### config.mk
export PLATFORM = sky130hd
export DESIGN_NAME = stream_pattern_gen
export DESIGN_NICKNAME = d
export VERILOG_FILES = /design/src/rtl/stream_pattern_gen.sv
export SDC_FILE = /design/constraint.sdc
export NUM_CORES = 1
export LEC_CHECK = 0
export CAP_MARGIN = 20
export CORE_AREA = 8 8 72 74
export CTS_BUF_LIST = sky130_fd_sc_hd__clkbuf_8
export DETAILED_ROUTE_END_ITERATION = 8
export DIE_AREA = 0 0 80 82
export PLACE_DENSITY = 0.95
export SLEW_MARGIN = 20
export SYNTH_ARGS = -nofsm -noshare
export SYNTH_HDL_FRONTEND = slang
export SYNTH_SLANG_ARGS = --single-unit
### constraint.sdc
create_clock -name clk_i -period 4.4 [get_ports clk_i]
set_clock_uncertainty 0.2 [all_clocks]
set_input_delay 1.1 -clock clk_i [delete_from_list [all_inputs] [get_ports clk_i]]
set_output_delay 1.1 -clock clk_i [all_outputs]
set_load 0.1 [all_outputs]
### src/rtl/stream_pattern_gen.sv
// stream_pattern_gen
// Burst generator that emits a counter or Galois-LFSR word sequence over a
// valid/ready stream, with an optional idle gap after every accepted word.
//
// Handshake: a word moves only in a cycle where valid_o=1 and ready_i=1.
// Once valid_o is raised it stays high, with data_o unchanged, until that
// transfer happens. The sink may hold ready_i high or low at any time.
//
// Ports
//   clk_i       clock, all state changes on the rising edge
//   rst_ni      asynchronous active-low reset
//   start_i     burst request, looked at only while idle
//   mode_i      0 = counter pattern, 1 = LFSR pattern
//   len_i       words in the burst (0 = empty burst, only a done pulse)
//   gap_i       idle cycles inserted after each accepted word (not after the last)
//   seed_i      first word of the burst
//   ready_i     sink ready
//   valid_o     data_o holds a word on offer
//   data_o      stream word
//   busy_o      a burst is in progress (SEND, GAP or DONE)
//   done_o      one-cycle pulse at the end of a burst
//   sent_cnt_o  words accepted in the current or last burst
module stream_pattern_gen #(
  parameter int              WIDTH = 8,
  parameter int              LEN_W = 8,
  parameter int              GAP_W = 4,
  parameter logic [WIDTH-1:0] TAPS = 8'hB8
) (
  input  logic             clk_i,
  input  logic             rst_ni,
  input  logic             start_i,
  input  logic             mode_i,
  input  logic [LEN_W-1:0] len_i,
  input  logic [GAP_W-1:0] gap_i,
  input  logic [WIDTH-1:0] seed_i,
  input  logic             ready_i,
  output logic             valid_o,
  output logic [WIDTH-1:0] data_o,
  output logic             busy_o,
  output logic             done_o,
  output logic [LEN_W-1:0] sent_cnt_o
);

  typedef enum logic [1:0] {
    S_IDLE = 2'd0,
    S_SEND = 2'd1,
    S_GAP  = 2'd2,
    S_DONE = 2'd3
  } state_t;

  state_t           state_q, state_d;
  logic             valid_q, valid_d;
  logic [WIDTH-1:0] data_q, data_d;
  logic             busy_q, busy_d;
  logic             done_q, done_d;
  logic [LEN_W-1:0] sent_cnt_q, sent_cnt_d;
  // Burst configuration captured at start so input changes mid-burst are ignored.
  logic             mode_q, mode_d;
  logic [LEN_W-1:0] len_q, len_d;
  logic [GAP_W-1:0] gap_q, gap_d;
  logic [GAP_W-1:0] gap_cnt_q, gap_cnt_d;

  logic             xfer;
  logic [WIDTH-1:0] next_word;
  logic [LEN_W-1:0] sent_inc;

  assign xfer     = valid_q & ready_i;
  assign sent_inc = sent_cnt_q + LEN_W'(1);

  always_comb begin
    next_word = '0;
    if (mode_q) begin
      next_word = (data_q >> 1) ^ (data_q[0] ? TAPS : '0);
    end else begin
      next_word = data_q + WIDTH'(1);
    end
  end

  always_comb begin
    state_d    = state_q;
    data_d     = data_q;
    sent_cnt_d = sent_cnt_q;
    mode_d     = mode_q;
    len_d      = len_q;
    gap_d      = gap_q;
    gap_cnt_d  = gap_cnt_q;

    unique case (state_q)
      S_IDLE: begin
        if (start_i) begin
          mode_d     = mode_i;
          len_d      = len_i;
          gap_d      = gap_i;
          sent_cnt_d = '0;
          // An all-zero LFSR would lock up, so a zero seed becomes 1.
          if (mode_i && (seed_i == '0)) begin
            data_d = WIDTH'(1);
          end else begin
            data_d = seed_i;
          end
          state_d = (len_i == '0) ? S_DONE : S_SEND;
        end
      end

      S_SEND: begin
        if (xfer) begin
          sent_cnt_d = sent_inc;
          data_d     = next_word;
          // sent_cnt never passes len-1 before this compare, so an all-ones
          // length reaches its last word without wrapping the counter.
          if (sent_inc == len_q) begin
            state_d = S_DONE;
          end else if (gap_q != '0) begin
            state_d   = S_GAP;
            gap_cnt_d = gap_q;
          end
        end
      end

      S_GAP: begin
        // gap_cnt holds the number of GAP cycles still to spend, this one included.
        if (gap_cnt_q == GAP_W'(1)) begin
          state_d = S_SEND;
        end
        gap_cnt_d = gap_cnt_q - GAP_W'(1);
      end

      S_DONE: begin
        state_d = S_IDLE;
      end

      default: begin
        state_d = S_IDLE;
      end
    endcase

    // Outputs are registered copies of what the next state implies.
    valid_d = (state_d == S_SEND);
    busy_d  = (state_d != S_IDLE);
    done_d  = (state_d == S_DONE);
  end

  always_ff @(posedge clk_i or negedge rst_ni) begin
    if (!rst_ni) begin
      state_q    <= S_IDLE;
      valid_q    <= 1'b0;
      data_q     <= '0;
      busy_q     <= 1'b0;
      done_q     <= 1'b0;
      sent_cnt_q <= '0;
      mode_q     <= 1'b0;
      len_q      <= '0;
      gap_q      <= '0;
      gap_cnt_q  <= '0;
    end else begin
      state_q    <= state_d;
      valid_q    <= valid_d;
      data_q     <= data_d;
      busy_q     <= busy_d;
      done_q     <= done_d;
      sent_cnt_q <= sent_cnt_d;
      mode_q     <= mode_d;
      len_q      <= len_d;
      gap_q      <= gap_d;
      gap_cnt_q  <= gap_cnt_d;
    end
  end

  assign valid_o    = valid_q;
  assign data_o     = data_q;
  assign busy_o     = busy_q;
  assign done_o     = done_q;
  assign sent_cnt_o = sent_cnt_q;

endmodule

==> reports/qor.csv, run 1 <==
stage,metric,value,unit
routing,routed_wl,5300,um
die,floorplan.rows,24,
worst_setup_path,critPathBufInv,1,
worst_setup_path,path_cells,clkdlybuf4s50_1,
clock_tree,cts_max_level,2,
global_route,grt_max_degree,39,
pwr,seqPwrFrac,0.316,
pwr,p_leak,1.14,nW
clock_tree,clock-root-buffer,clkbuf_8,
worst_setup_path,crit_fanout,16,
clock_tree,cts_resized,0,
routing,drt_iter0_drc,87,
logic_synthesis,netlist.area_leader.share,0.416,
die,core,4140,um^2
clock_tree,numCtsBuffers,5,
global_route,grt_pass1_vias,1954,
die,die_w,80,um
status,status,"finished, final reports clean",
worst_setup_path,cp.required,3.10,ns
timing,slew_viol_final,0,
routing,top_layer,met4,
pwr,internal_power,0.00104,W
pwr,power.density,764,nW/um^2
timing,max_freq,291,MHz
worst_setup_path,crit_family,buffers and inverters,
pwr,p_switching,0.00110,W
routing,ant_nets,0,
routing,dr.pass1.iters,4,
timing,tightest_slew,0.993,ns
placement,port_buffers,43,
logic_synthesis,ys_top_cells_by_area,"dfrtp_1, mux2_2, o21ai_0",
pwr,p_clk_frac,0.102,
logic_synthesis,yosysTopAreaCell,dfrtp_1,
layout,nNetsFinal,313,
pwr,switching_share,0.512,
logic_synthesis,ys_seq_area_frac,0.416,
layout,nFillCells,357,
worst_setup_path,critPathSlowestCell,clkdlybuf4s50_1,
routing,num_vias,1975,
placement,dpl_worst_slack,1.10,ns
clock_tree,clock_path_buffers,2,
layout,drive_gt1_frac,0.106,
die,ioPinCount,44,
logic_synthesis,synth_area,2290,um^2
global_route,gr-usage-all-layers,0.178,
timing,setup_viol,0,
worst_setup_path,start_kind,flip-flop,
worst_hold_path,hold_path_class,reg -> reg,
clock_tree,clkLatencyLatePin,0.29,ns
placement,gp_congestion,0.846,
routing,wl_met2,2450,um
pwr,power,0.00214,W
timing,worst_slack,0.961,ns
placement,dp.final_hpwl,3920,um
pwr,combPwrFrac,0.582,
clock_tree,path_clk_slew,0.07,ns
logic_synthesis,synth_ff_type,dfrtp_1,
routing,wl_per_cell,15.8,um
timing,hold_viol,0,
routing,dr_wl_met3,389,um
clock_tree,cts_tree,done,
layout,syn_to_final_growth,22.3,%
logic_synthesis,yosysWarnings,0,
timing,post-route-period-util,0.782,
global_route,grt_pass1_wl,9320,um
logic_synthesis,ys_async_sr_fraction,1.00,
logic_synthesis,syn_inst,245,
routing,via_per_inst,5.88,
die,initial_core_util,0.552,
run,drv_cap,0,
timing,fin_setup_tns,0,ns
logic_synthesis,yosysUniqueCellTypes,51,
routing,drc,0,
logic_synthesis,yosys-top-cells-count,"dfrtp_1, nand2_1, o21ai_0",
pwr,ir_worst_vdd,0.342,mV
worst_setup_path,cp_slowest_stage_delay,1.23,ns
worst_setup_path,arrival,2.14,ns
die,die_h,82,um
logic_synthesis,synth_seq_cells,38,
logic_synthesis,synth_fp_nets,274,
worst_setup_path,crit_path_end_kind,output port,
logic_synthesis,syn_area_per_cell,9.34,um^2
worst_setup_path,crit_type,reg -> out,
logic_synthesis,yosysMostFrequentCell,dfrtp_1,
timing,slew_headroom,0.336,
logic_synthesis,synth_edf_count,0,
timing,rsz0062_at_grt,no,
clock_tree,hold_buffers,0,
timing,fin_hold_ws,0.331,ns
clock_tree,postCtsSetupRepairBufs,0,
clock_tree,cts_sinks,38,
timing,layout_min_cycle_time,3.44,ns
routing,wirelength_met1,2380,um
layout,antenna_cells,0,
global_route,grt_antenna_before_repair,0,
global_route,grt.overflow.total,0,
die,dieArea,6560,um^2
state kept, by name (all words and copies together) (netlist names):
| name | count |
|---|---|
| done_o | 1 |
| busy_o | 1 |
| gap_q | 4 |
| state_q | 2 |
| mode_q | 1 |
| valid_o | 1 |
| len_q | 8 |
| sent_cnt_o | 8 |
| data_o | 8 |
| gap_cnt_q | 4 |
kinds of logic (layout without fill, tap and decap cells):
group,Yosys count,after routing,synth area share
compound gates,67,67,0.182
mux,15,15,0.0722
flops,38,38,0.416
simple gates,86,86,0.199
xor+xnor,19,19,0.0727
buf+inv,16,55,0.0366
fa+ha+maj,4,4,0.0219
final timing paths:
path / from / endpoint / slack [ns] / cells past startpoint
max in group asynchronous: rst_ni / len_q[3] / 2.77 / 1
hold / removal: len_q[7] / len_q[7] / 0.33 / 1
min in group asynchronous: rst_ni / data_o[5] / 0.71 / 1
setup reg to reg: sent_cnt_o[0] / gap_cnt_q[2] / 1.81 / 7
setup / recovery: sent_cnt_o[2] / sent_cnt_o[2] / 0.96 / 1
hold reg to reg: len_q[7] / len_q[7] / 0.33 / 1
per-layer routing:
layer / up-vias / track usage
li1: 980 / -
met1: 929 / 0.225
met2: 60 / 0.279
met3: 6 / 0.0558
met4: 0 / 0.0709
met5: - / 0
cell usage in the layout (no fill, tap or decap), drive strengths merged, types with 2 or more instances in the layout:
cell	instances
nand3	7
nor4	4
a211oi	5
clkdlybuf4s50	42
nand2	24
buf	3
a21oi	11
nand2b	2
a311o	2
nor2b	2
nand4	5
clkbuf	5
a31oi	9
nor3	4
nor4b	2
o2111ai	2
xnor2	11
o21ai	26
inv	5
or2	2
o211ai	4
nor3b	2
xor2	8
mux2	12
dfrtp	38
nor2	20
and3	5
mux2i	3
ha	4
cell type report:
cell class	instances	area [um^2]	share of cell area
flip-flops and latches	38	951	0.340
repair buffers	45	440	0.157
clock buffers	5	68.8	0.0246
well taps	52	65.1	0.0233
clock inverters	2	7.51	0.00268
multi-input cells	191	1250	0.448
inverters	3	11.3	0.00403
power groups by stage:
stage / logic, W / registers [W] / clock network, W
6_report: 0.00124 / 0.000676 / 0.000218
5_1_grt: 0.00136 / 0.000704 / 0.000238
4_1_cts: 0.00125 / 0.000673 / 0.000224
3_5_place_dp: 0.00125 / 0.000679 / 0
3_3_place_gp: 0.00121 / 0.000671 / 0
2_1_floorplan: 0.000630 / 0.00100 / 0
per-stage QoR:
step           cells  area (um^2)   util
6_report         336         2800  0.675
5_1_grt          336         2800  0.675
3_5_place_dp     329         2720  0.657
2_1_floorplan    245         2290      -
4_1_cts          336         2800  0.675
3_3_place_gp     329         2720  0.657
Power figures use the tool's default switching activity.
==> run 2: changes to the inputs <==
--- a/config.mk
+++ b/config.mk
@@ -6,11 +6,11 @@
 export NUM_CORES = 1
 export LEC_CHECK = 0
 export CAP_MARGIN = 20
-export CORE_AREA = 8 8 72 74
+export CORE_AREA = 8 8 78 80
 export CTS_BUF_LIST = sky130_fd_sc_hd__clkbuf_8
 export DETAILED_ROUTE_END_ITERATION = 8
-export DIE_AREA = 0 0 80 82
-export PLACE_DENSITY = 0.95
+export DIE_AREA = 0 0 86 88
+export PLACE_DENSITY = 0.87
 export SLEW_MARGIN = 20
 export SYNTH_ARGS = -nofsm -noshare
 export SYNTH_HDL_FRONTEND = slang
==> constraint.sdc (replaced) <==
create_clock -name clk_i -period 2.99 [get_ports clk_i]
set_clock_uncertainty 0.2 [all_clocks]
set_input_delay 0.7475 -clock clk_i [delete_from_list [all_inputs] [get_ports clk_i]]
set_output_delay 0.7475 -clock clk_i [all_outputs]
set_load 0.1 [all_outputs]
==> run 2 against run 1 <==
Net effect: clock power grew 49%; sequential power grew 47%; critical endpoint is now gap_cnt_q[2]; register-to-register slack lost 1.4 ns; via count grew 2.6%; largest power group unchanged; final cell count grew 6.3%; global-route usage shrank 2.3 points; critical path type is now reg -> reg.
==> reports/qor.csv, run 2 (synthesis gave the netlist of run 1 again) <==
stage,metric,value,unit
status,status,"finished, final reports clean",
layout,nNetsFinal,316,
clock_tree,cts_max_level,2,
clock_tree,clock_path_buffers,2,
routing,via_per_inst,5.68,
routing,num_vias,2026,
layout,syn_to_final_growth,22.3,%
global_route,grt.overflow.total,0,
die,dieArea,7570,um^2
timing,setup_viol,0,
routing,drt_iter0_drc,111,
placement,port_buffers,43,
worst_setup_path,arrival,2.55,ns
clock_tree,cts_resized,0,
clock_tree,numCtsBuffers,5,
layout,mostFrequentLayoutCells,"dfrtp_1, nand2_1, o21ai_0, buf_4, clkdlybuf4s50_1",
timing,hold_viol,0,
placement,gp_congestion,0.861,
routing,dr.pass1.iters,4,
global_route,grt_antenna_before_repair,0,
clock_tree,path_clk_slew,0.07,ns
pwr,power.density,1130,nW/um^2
global_route,grt_max_degree,39,
pwr,p_leak,1.18,nW
timing,layout_min_cycle_time,2.58,ns
timing,max_freq,388,MHz
worst_setup_path,start_kind,flip-flop,
die,ioPinCount,44,
layout,drive_gt1_frac,0.185,
clock_tree,cts_sinks,38,
clock_tree,hold_buffers,0,
routing,routed_wl,5540,um
timing,tightest_slew,0.846,ns
layout,layout_commonest_cell,dfrtp_1,
worst_hold_path,hold_path_class,reg -> reg,
placement,dp.cells,350,
global_route,gr-usage-all-layers,0.155,
routing,drc,0,
timing,rsz0062_at_grt,no,
layout,finalNonFillerCells,357,
routing,wl_per_cell,15.5,um
die,die_h,88,um
clock_tree,clock-root-buffer,clkbuf_8,
clock_tree,clkLatencyLatePin,0.29,ns
clock_tree,cts_tree,done,
die,core,4910,um^2
worst_setup_path,crit_type,reg -> reg,
pwr,ir_worst_vdd,0.813,mV
worst_setup_path,crit_fanout,13,
die,die_w,86,um
layout,antenna_cells,0,
die,initial_core_util,0.466,
global_route,grt_pass1_vias,2003,
routing,ant_nets,0,
clock_tree,postCtsSetupRepairBufs,0,
worst_setup_path,cp.required,2.96,ns
timing,slew_viol_final,0,
worst_setup_path,crit_path_end_kind,flip-flop,
run,drv_cap,0,
timing,fin_setup_tns,0,ns
timing,slew_headroom,0.436,
placement,dpl_worst_slack,0.202,ns
die,floorplan.rows,26,
global_route,grt_pass1_wl,9520,um
timing,worst_slack,0.411,ns
placement,dp.final_hpwl,4110,um
timing,post-route-period-util,0.862,
-- run 2: cell types whose count changed in the layout (fill, tap and decap cells not counted) --
cell | previous run | this run
nor2_1 | 20 | 19
buf_4 | 2 | 24
nor2_2 | 0 | 1
clkdlybuf4s50_1 | 42 | 23
-- run 2: per-stage QoR --
stage	utilization	instance area, um^2	hold slack, ns	total power [W]
after detailed placement	0.553	2720	0.318	0.00284
after global placement	0.553	2720	0.310	0.00278
after floorplan	-	2290	0.252	0.00240
after CTS	0.569	2800	0.334	0.00316
after global routing	0.570	2800	0.347	0.00339
final	0.570	2800	0.331	0.00316
-- run 2: worst max-delay path, cell delays in order, from the launching register on --
cell and delay (ns):
dfrtp_1 0.47, ha_1 0.44, xor2_1 0.13, o2111ai_1 0.20, o21ai_0 0.21, nor3_2 0.33, a21oi_1 0.12, a311o_2 0.36
-- run 2: layer usage --
metal	share of wire	wire (um)	track usage
met1	0.45	2510	0.195
met2	0.46	2550	0.248
met3	0.077	426	0.0516
met4	0.0094	52	0.0446
met5	0	0	0
-- run 2: path summary, 6_finish.rpt --
kind | startpoint | to | slack [ns] | cells past startpoint
min in group asynchronous | rst_ni | data_o[6] | 0.35 | 1
hold reg to reg | len_q[7] | len_q[7] | 0.33 | 1
setup reg to reg | sent_cnt_o[0] | gap_cnt_q[2] | 0.41 | 7
setup / recovery | sent_cnt_o[0] | gap_cnt_q[2] | 0.41 | 7
hold / removal | len_q[7] | len_q[7] | 0.33 | 1
max in group asynchronous | rst_ni | sent_cnt_o[7] | 1.69 | 1
-- run 2: power breakdown --
part           switching [W]  internal (W)
clock               0.000171      0.000154
combinational        0.00120      0.000642
sequential          0.000264      0.000728
total                0.00164       0.00152
-- run 2: layout make-up --
cell class,instances,area [um^2]
Fill cell,455,2110
Sequential cell,38,951
Timing Repair Buffer,48,415
Tap cell,70,87.6
Multi-Input combinational cell,191,1260
Clock buffer,5,68.8
Inverter,3,11.3
Clock inverter,2,7.51
